### config.mk
export PLATFORM = sky130hd
export DESIGN_NAME = multicycle_control
export DESIGN_NICKNAME = d
export VERILOG_FILES = /design/src/rtl/multicycle_control.sv
export SDC_FILE = /design/constraint.sdc
export NUM_CORES = 1
export LEC_CHECK = 0
export ABC_AREA = 1
export BUFFER_PORTS_ARGS = -buffer_cell sky130_fd_sc_hd__buf_2
export CAP_MARGIN = 20
export CORE_MARGIN = 4
export CORE_UTILIZATION = 35
export DETAILED_ROUTE_END_ITERATION = 10
export PLACE_DENSITY = 0.64
export SETUP_SLACK_MARGIN = 0.02
export SYNTH_ARGS = -nofsm -noshare
export SYNTH_HDL_FRONTEND = slang
export SYNTH_SLANG_ARGS = --single-unit
### constraint.sdc
create_clock -name clk -period 1.7 [get_ports clk]
set_input_delay 0.255 -clock clk [delete_from_list [all_inputs] [get_ports clk]]
set_output_delay 0.255 -clock clk [all_outputs]
set_load 0.01 [all_outputs]
### src/rtl/multicycle_control.sv
// multicycle_control: multi-cycle sequencer for the MIPS-subset datapath.
// Steps each instruction through FETCH/DECODE/EXEC/MEM/WB and shares one
// memory port between instruction fetch and data access via req/ready.
//
// Ports:
//   clk, reset          rising-edge clock, synchronous active-high reset
//   opcode              IR[31:26], stable from DECODE onward
//   br_cond             ALU compare result for beq/bne (sampled in EXEC)
//   mem_ready           memory completes the current request this cycle
//   mem_req, mem_we     memory request / write qualifier
//   mem_addr_src        0 = PC, 1 = ALU result register
//   ir_we, pc_we, reg_we  load strobes for IR, PC, register file
//   AluCtrl, s_*        datapath selects (decode selects follow opcode)
//   state               current state for debug
//   trap                illegal opcode seen (sticky until reset)
//   instr_count         retired-instruction counter, wraps
module multicycle_control #(
    parameter int unsigned CNT_W = 32
) (
    input  logic             clk,
    input  logic             reset,
    input  logic [5:0]       opcode,
    input  logic             br_cond,
    input  logic             mem_ready,
    output logic             mem_req,
    output logic             mem_we,
    output logic             mem_addr_src,
    output logic             ir_we,
    output logic             pc_we,
    output logic             reg_we,
    output logic [2:0]       AluCtrl,
    output logic             s_Imext,
    output logic             s_A_src,
    output logic             s_B_src,
    output logic [1:0]       s_PC_src,
    output logic             s_reg_wb_src,
    output logic             s_reg_wb_dst,
    output logic [2:0]       state,
    output logic             trap,
    output logic [CNT_W-1:0] instr_count
);

    typedef enum logic [2:0] {
        S_FETCH  = 3'd0,
        S_DECODE = 3'd1,
        S_EXEC   = 3'd2,
        S_MEM    = 3'd3,
        S_WB     = 3'd4,
        S_TRAP   = 3'd5
    } state_t;

    localparam logic [5:0] OP_R     = 6'h00;
    localparam logic [5:0] OP_J     = 6'h02;
    localparam logic [5:0] OP_BEQ   = 6'h04;
    localparam logic [5:0] OP_BNE   = 6'h05;
    localparam logic [5:0] OP_ADDI  = 6'h08;
    localparam logic [5:0] OP_SLTI  = 6'h0a;
    localparam logic [5:0] OP_SLTIU = 6'h0b;
    localparam logic [5:0] OP_ANDI  = 6'h0c;
    localparam logic [5:0] OP_ORI   = 6'h0d;
    localparam logic [5:0] OP_LUI   = 6'h0f;
    localparam logic [5:0] OP_LW    = 6'h23;
    localparam logic [5:0] OP_SW    = 6'h2b;

    state_t state_q;
    state_t state_d;
    logic   retire;
    logic   legal;
    logic   is_j;
    logic   is_br;
    logic   is_mem;
    logic   is_sw;

    assign state = state_q;

    // Opcode decode: datapath selects and instruction class flags
    always_comb begin
        legal        = 1'b1;
        AluCtrl      = 3'd0;
        s_Imext      = 1'b0;
        s_A_src      = 1'b0;
        s_B_src      = 1'b1;
        s_reg_wb_src = 1'b0;
        s_reg_wb_dst = 1'b1;
        case (opcode)
            OP_R: begin
                AluCtrl      = 3'd7;
                s_B_src      = 1'b0;
                s_reg_wb_dst = 1'b0;
            end
            OP_J:     AluCtrl = 3'd0;
            OP_BEQ: begin
                AluCtrl = 3'd5;
                s_A_src = 1'b1;
            end
            OP_BNE: begin
                AluCtrl = 3'd6;
                s_A_src = 1'b1;
            end
            OP_ADDI:  AluCtrl = 3'd2;
            OP_SLTI:  AluCtrl = 3'd3;
            OP_SLTIU: AluCtrl = 3'd4;
            OP_ANDI: begin
                AluCtrl = 3'd0;
                s_Imext = 1'b1;
            end
            OP_ORI: begin
                AluCtrl = 3'd1;
                s_Imext = 1'b1;
            end
            OP_LUI:   AluCtrl = 3'd0;
            OP_LW: begin
                AluCtrl      = 3'd2;
                s_reg_wb_src = 1'b1;
            end
            OP_SW:    AluCtrl = 3'd2;
            default:  legal = 1'b0;
        endcase
    end

    assign is_j   = (opcode == OP_J);
    assign is_br  = (opcode == OP_BEQ) || (opcode == OP_BNE);
    assign is_sw  = (opcode == OP_SW);
    assign is_mem = (opcode == OP_LW) || is_sw;

    // Next state and strobes; completion strobes are Mealy on mem_ready
    always_comb begin
        state_d      = state_q;
        retire       = 1'b0;
        mem_req      = 1'b0;
        mem_we       = 1'b0;
        mem_addr_src = 1'b0;
        ir_we        = 1'b0;
        pc_we        = 1'b0;
        reg_we       = 1'b0;
        s_PC_src     = 2'b00;
        case (state_q)
            S_FETCH: begin
                mem_req = 1'b1;
                if (mem_ready) begin
                    ir_we   = 1'b1;
                    pc_we   = 1'b1;
                    state_d = S_DECODE;
                end
            end
            S_DECODE: begin
                if (!legal) begin
                    state_d = S_TRAP;
                end else if (is_j) begin
                    pc_we    = 1'b1;
                    s_PC_src = 2'b01;
                    retire   = 1'b1;
                    state_d  = S_FETCH;
                end else begin
                    state_d = S_EXEC;
                end
            end
            S_EXEC: begin
                if (is_br) begin
                    if (br_cond) begin
                        pc_we    = 1'b1;
                        s_PC_src = 2'b10;
                    end
                    retire  = 1'b1;
                    state_d = S_FETCH;
                end else if (is_mem) begin
                    state_d = S_MEM;
                end else begin
                    state_d = S_WB;
                end
            end
            S_MEM: begin
                mem_req      = 1'b1;
                mem_addr_src = 1'b1;
                mem_we       = is_sw;
                if (mem_ready) begin
                    if (is_sw) begin
                        retire  = 1'b1;
                        state_d = S_FETCH;
                    end else begin
                        state_d = S_WB;
                    end
                end
            end
            S_WB: begin
                reg_we  = 1'b1;
                retire  = 1'b1;
                state_d = S_FETCH;
            end
            S_TRAP:  state_d = S_TRAP;
            default: state_d = S_FETCH;
        endcase
        // Reset abandons any access in flight
        if (reset) begin
            mem_req  = 1'b0;
            mem_we   = 1'b0;
            ir_we    = 1'b0;
            pc_we    = 1'b0;
            reg_we   = 1'b0;
            s_PC_src = 2'b00;
        end
    end

    // State, sticky trap flag and retired-instruction counter
    always_ff @(posedge clk) begin
        if (reset) begin
            state_q     <= S_FETCH;
            trap        <= 1'b0;
            instr_count <= '0;
        end else begin
            state_q <= state_d;
            if (state_d == S_TRAP) begin
                trap <= 1'b1;
            end
            if (retire) begin
                instr_count <= instr_count + CNT_W'(1);
            end
        end
    end

endmodule

======== Word level (Yosys, flattened, before mapping) ========
Cells that the tools add are included.
cells by class
  add/subtract/negate cells ............... 1
  equal/unequal tests ..................... 17
  multiplexer cells ....................... 40
  reductions and logical operators ........ 9
operators with widths
  cell                     number
  $eq A6 B4 Y1 const B     6
  $add A32 B1 Y32 const B  1
  $mux W1                  25
  $pmux W3 S7              1
  $mux W3                  6
  $pmux W3 S5              1
  $eq A6 B3 Y1 const B     2
  $eq A6 B6 Y1 const B     2
  $reduce_or A12 Y1        1
  $eq A3 B3 Y1 const B     3
  $mux W2                  4
  $eq A3 B2 Y1 const B     2
  $eq A6 B2 Y1 const B     1
  $logic_not A6 Y1         1
  $reduce_or A2 Y1         3
  $pmux W1 S4              1
  $pmux W2 S2              1
  $eq A3 B1 Y1 const B     1
  $logic_not A3 Y1         1
  $pmux W1 S3              1
  $reduce_or A3 Y1         1
  $logic_or A1 B1 Y1       2
storage, ports and cells
  register bits after elaboration ......... 36
  bits of input ports ..................... 10
  output and inout port bits .............. 52
  word-level logic and storage cells ...... 70

======== Longest topological paths before layout ========
  word-level depth ........................ 6
  mapped depth ............................ 10
  mapped depth without buffers ............ 10

======== Worst setup path after synthesis ========
OpenSTA, ideal clock, no wires.
  path type ............................... register to register
  start point ............................. register instr_count[0]
  end point ............................... register instr_count[16]
  arrival ................................. 1.527 ns
  required time ........................... 1.629 ns
  setup slack ............................. 0.102 ns
  cell stages (with the launch flop) ...... 9
  period minus slack after synthesis ...... 1.598 ns
  path through ............................ dfxtp_1 > ha_1 > inv_2 > nor2_2 > nand2_1 > nor2_1 > xor2_1 > nand2_2 > a21oi_2
on the way
  longest elaborated chain between the ends .. 1
ends and longest elaborated chain
  item                    line  RTL
  start, declared         40    output logic [CNT_W-1:0] instr_count
  start signal, assigned  216   instr_count <= instr_count + CNT_W'(1);
  $add A32 B1 Y32         216
Every way passes these cells.
A chain may end at the register's enable or synchronous reset.

======== Worst setup path after layout ========
  start point ............................. register state_q[2], in the netlist state[2]
  end point ............................... output pc_we
on the way
  longest elaborated chain between the ends .. 3
  elaborated cells between the ends (all ways) .. 5
ends and longest elaborated chain
  item                                  line  RTL
  start, declared                       65    state_t state_q;
  start signal, assigned                211   state_q <= state_d;
  $eq A3 B2 Y1 (tied with other cells)  137   case (state_q)
  $pmux W1 S3 (*)                       137
  $mux W1 (*)                           194   if (reset) begin
  end, declared                         29    output logic pc_we,
Mark *: on every way between the ends. The rest lies on a longest branch, timed or not.

==> flow_metrics.tcl <==
set metrics [dict create \
    status "finished clean" \
    syn_to_final_growth_pct 30.6 \
    p_leak_nw 1.62 \
    worstReg2RegStart "state[1]" \
    critPathMostFrequentCell "o21ai_1" \
    synth.most_common_cell "nand2_1" \
    vias_per_cell 5.08 \
    dieArea_um2 9660 \
    drv_slew 0 \
    cp_cell_sequence "nor3_4 > nand2_4 > o21ai_1 > o21ai_1 > inv_1 > buf_2" \
    synthTopCellsByArea "dfxtp_1 25%, nand2_1 16%, a21oi_2 9.2%" \
    rows 32 \
    dr_wl_met3_um 556 \
    clock-root-buffer "clkbuf_8" \
    power_density_nw_per_um2 497 \
    synthCells 440 \
    hold_ws_ps 348 \
    synth_top_area_frac 0.253 \
    wl_met1_um 4470 \
    numCtsBuffers 5 \
    antenna_cells 0 \
    max_freq_mhz 608 \
    die_y_um 98.3 \
    worstMarginPinSlew_ps 387 \
    cpPeakStageDelay_ps 380 \
    hp-class "input port to register" \
    hpwlAfterDp_um 6880 \
    grt_pass1_vias 3078 \
    hold_viol 0 \
    fin_crit_ps 1650 \
    crit_path_end "pc_we" \
    cap_viol_max_count 0 \
    num_io_pins 62 \
    required_ps 1440 \
    finalSetupViolations 0 \
    critPathSlowestCell "dfxtp_4" \
    async_reset_ff_frac 0 \
    portBuffers 61 \
    peakVddDrop_v 0.000237 \
    worstPathArrival_ps 1390 \
    synth-edff-count 0 \
    wl_per_cell_um 14.4 \
    ys_seq_elements 36 \
    htreeDepth 2 \
    routed_wl_um 9180 \
    num-nets-final 545 \
    regToRegEndpoint "instr_count[20]" \
    synth_nets 451 \
    hold_buffers 0 \
    skew_ps 6.80 \
    via_count 3234 \
    holdPathStages 4 \
    crit_path_start "state[2]" \
    synth_largest_area_cell "dfxtp_1" \
    crit_path_end_kind "output pin" \
    pwr-share-clk 0.356 \
    clk_latency_ps 300 \
    p_switching_mw 0.539 \
    pwr-share-seq 0.472 \
    timing.final.crit_share 0.968 \
    clkSinkCount 36 \
    path_class "register to output pin" \
    grt_overflow_total 0 \
    switching_share 0.291 \
    routed-wl-met2_um 4070 \
    path_max_fanout 5 \
    antenna_found_initial 0 \
    rsz0062_at_grt "yes" \
    initial_core_util 0.365 \
    final_cells 637 \
    core_um2 7810 \
    gp_congestion 0.976 \
    top_layer_used "met4" \
    dp_cells 618 \
    tritoncts "yes" \
    grt_pass1_wl_um 15300 \
    slew_headroom 0.741 \
    reg2reg_setup_slack_ps 90 \
    drtIter0Drc 180 \
    antenna_left 0 \
    grt_max_degree 33 \
    cts.path.max_buffers 2 \
    fp.dieW_um 98.3 \
    fillerInstances 792 \
    r2r_cells 10 \
    track_usage 0.191 \
    drive_gt1_frac 0.389 \
    start_kind "register" \
    synth_commonest_cells "121 x nand2_1, 70 x nor2_1, 36 x dfxtp_1" \
    detail_route.first_pass.iterations 6 \
    synth_area_um2 2850 \
    internal-power_mw 1.31 \
    yosys.cell_types.count 29 \
    synth_warnings 0 \
    drc 0 \
    cts.clk_slew.worst_paths_ps 70 \
    synth-main-ff-cell "dfxtp_1" \
    syn_area_per_cell_um2 6.48 \
    comb_power_share 0.173 \
    ys_seq_area_frac 0.253 \
]
[metal layers]
| metal | up-vias | GRT usage |
|---|---|---|
| met3 | 11 | 0.0414 |
| met4 | 0 | 0.0431 |
| met1 | 1477 | 0.270 |
| met2 | 118 | 0.298 |
| li1 | 1628 | - |
| met5 | - | 0 |
[registers in the layout (all words and copies together) (netlist names)]
signal / count
instr_count: 32
state: 3
trap: 1
[critical path, delay by kind of cell, from the launching register on]
family	cells	cell delay, ps
compound gates	2	200
flops	1	380
simple gates	2	340
buf+inv	2	170
[logic make-up (layout without fill, tap and decap cells)]
| family | Yosys count | count (layout) | share of synthesized area |
|---|---|---|---|
| adder cells (fa/ha/maj) | 1 | 1 | 0.00439 |
| AND/OR/NAND/NOR | 299 | 299 | 0.500 |
| AO/OA/AOI/OAI | 39 | 39 | 0.111 |
| buffers and inverters | 50 | 145 | 0.0855 |
| flip-flops | 36 | 36 | 0.253 |
| XOR/XNOR | 15 | 15 | 0.0461 |
[final cells by class]
class,count,area [um^2],share of cell area
well taps,102,128,0.0343
flip-flops and latches,36,733,0.197
multi-input cells,354,1960,0.526
repair buffers,105,694,0.186
clock buffers,8,90.1,0.0242
inverters,32,120,0.0322
[layout by cell type, fill, tap and decap left out]
master,synthesis,final
buf_6,0,1
nand2_2,31,33
inv_2,6,9
clkbuf_16,0,1
o21ai_1,0,2
clkbuf_1,7,2
nand4_1,35,35
buf_4,1,39
o21a_4,1,1
nor2_4,1,5
o21ai_0,3,1
nand3_4,1,1
xnor2_1,4,4
dfxtp_4,0,3
nand3_1,13,13
buf_2,3,61
nand2_4,1,1
nor3_1,3,2
nor2_1,70,62
a21oi_2,30,30
nand3b_1,15,15
buf_12,3,3
nand4_4,0,1
nor3_4,0,2
dfxtp_2,0,1
ha_1,1,1
xor2_1,11,11
a21oi_1,5,5
clkbuf_8,0,6
inv_1,26,23
nor2_2,5,9
nand3_2,1,1
dfxtp_1,36,32
nand2_1,121,119
[worst min path at each step]
stage | startpoint | to
2_1_floorplan | trap | trap
3_3_place_gp | trap | trap
3_5_place_dp | trap | trap
4_1_cts | mem_ready | state[1]
5_1_grt | mem_ready | state[2]
6_report | mem_ready | state[1]
[power by group through the flow]
stage	Sequential [mW]	Combinational (mW)	Clock (mW)
6_report	0.873	0.320	0.658
5_1_grt	0.875	0.350	0.706
4_1_cts	0.871	0.279	0.669
3_5_place_dp	0.890	0.261	0
3_3_place_gp	0.888	0.259	0
2_1_floorplan	0.893	0.170	0
[metrics by stage]
stage | setup WS [ps] | TNS, ps | util | instance area [um^2] | power (mW)
floorplan | 102 | 0 | - | 2850 | 1.06
global placement | 104 | 0 | 0.440 | 3430 | 1.15
detailed placement | 101 | 0 | 0.440 | 3430 | 1.15
CTS | 26.1 | 0 | 0.460 | 3590 | 1.82
global route | -12.1 | -12.1 | 0.477 | 3720 | 1.93
finish | 54.8 | 0 | 0.477 | 3720 | 1.85
[repair_timing]
action	CTS	global route
hold endpoints to repair	0	0
setup endpoints to repair	3	35
gates cloned	0	1
resized for setup	10	21
pin swaps	3	5
buffers inserted	6	4
Note: power is estimated with default switching activity, not from simulation.
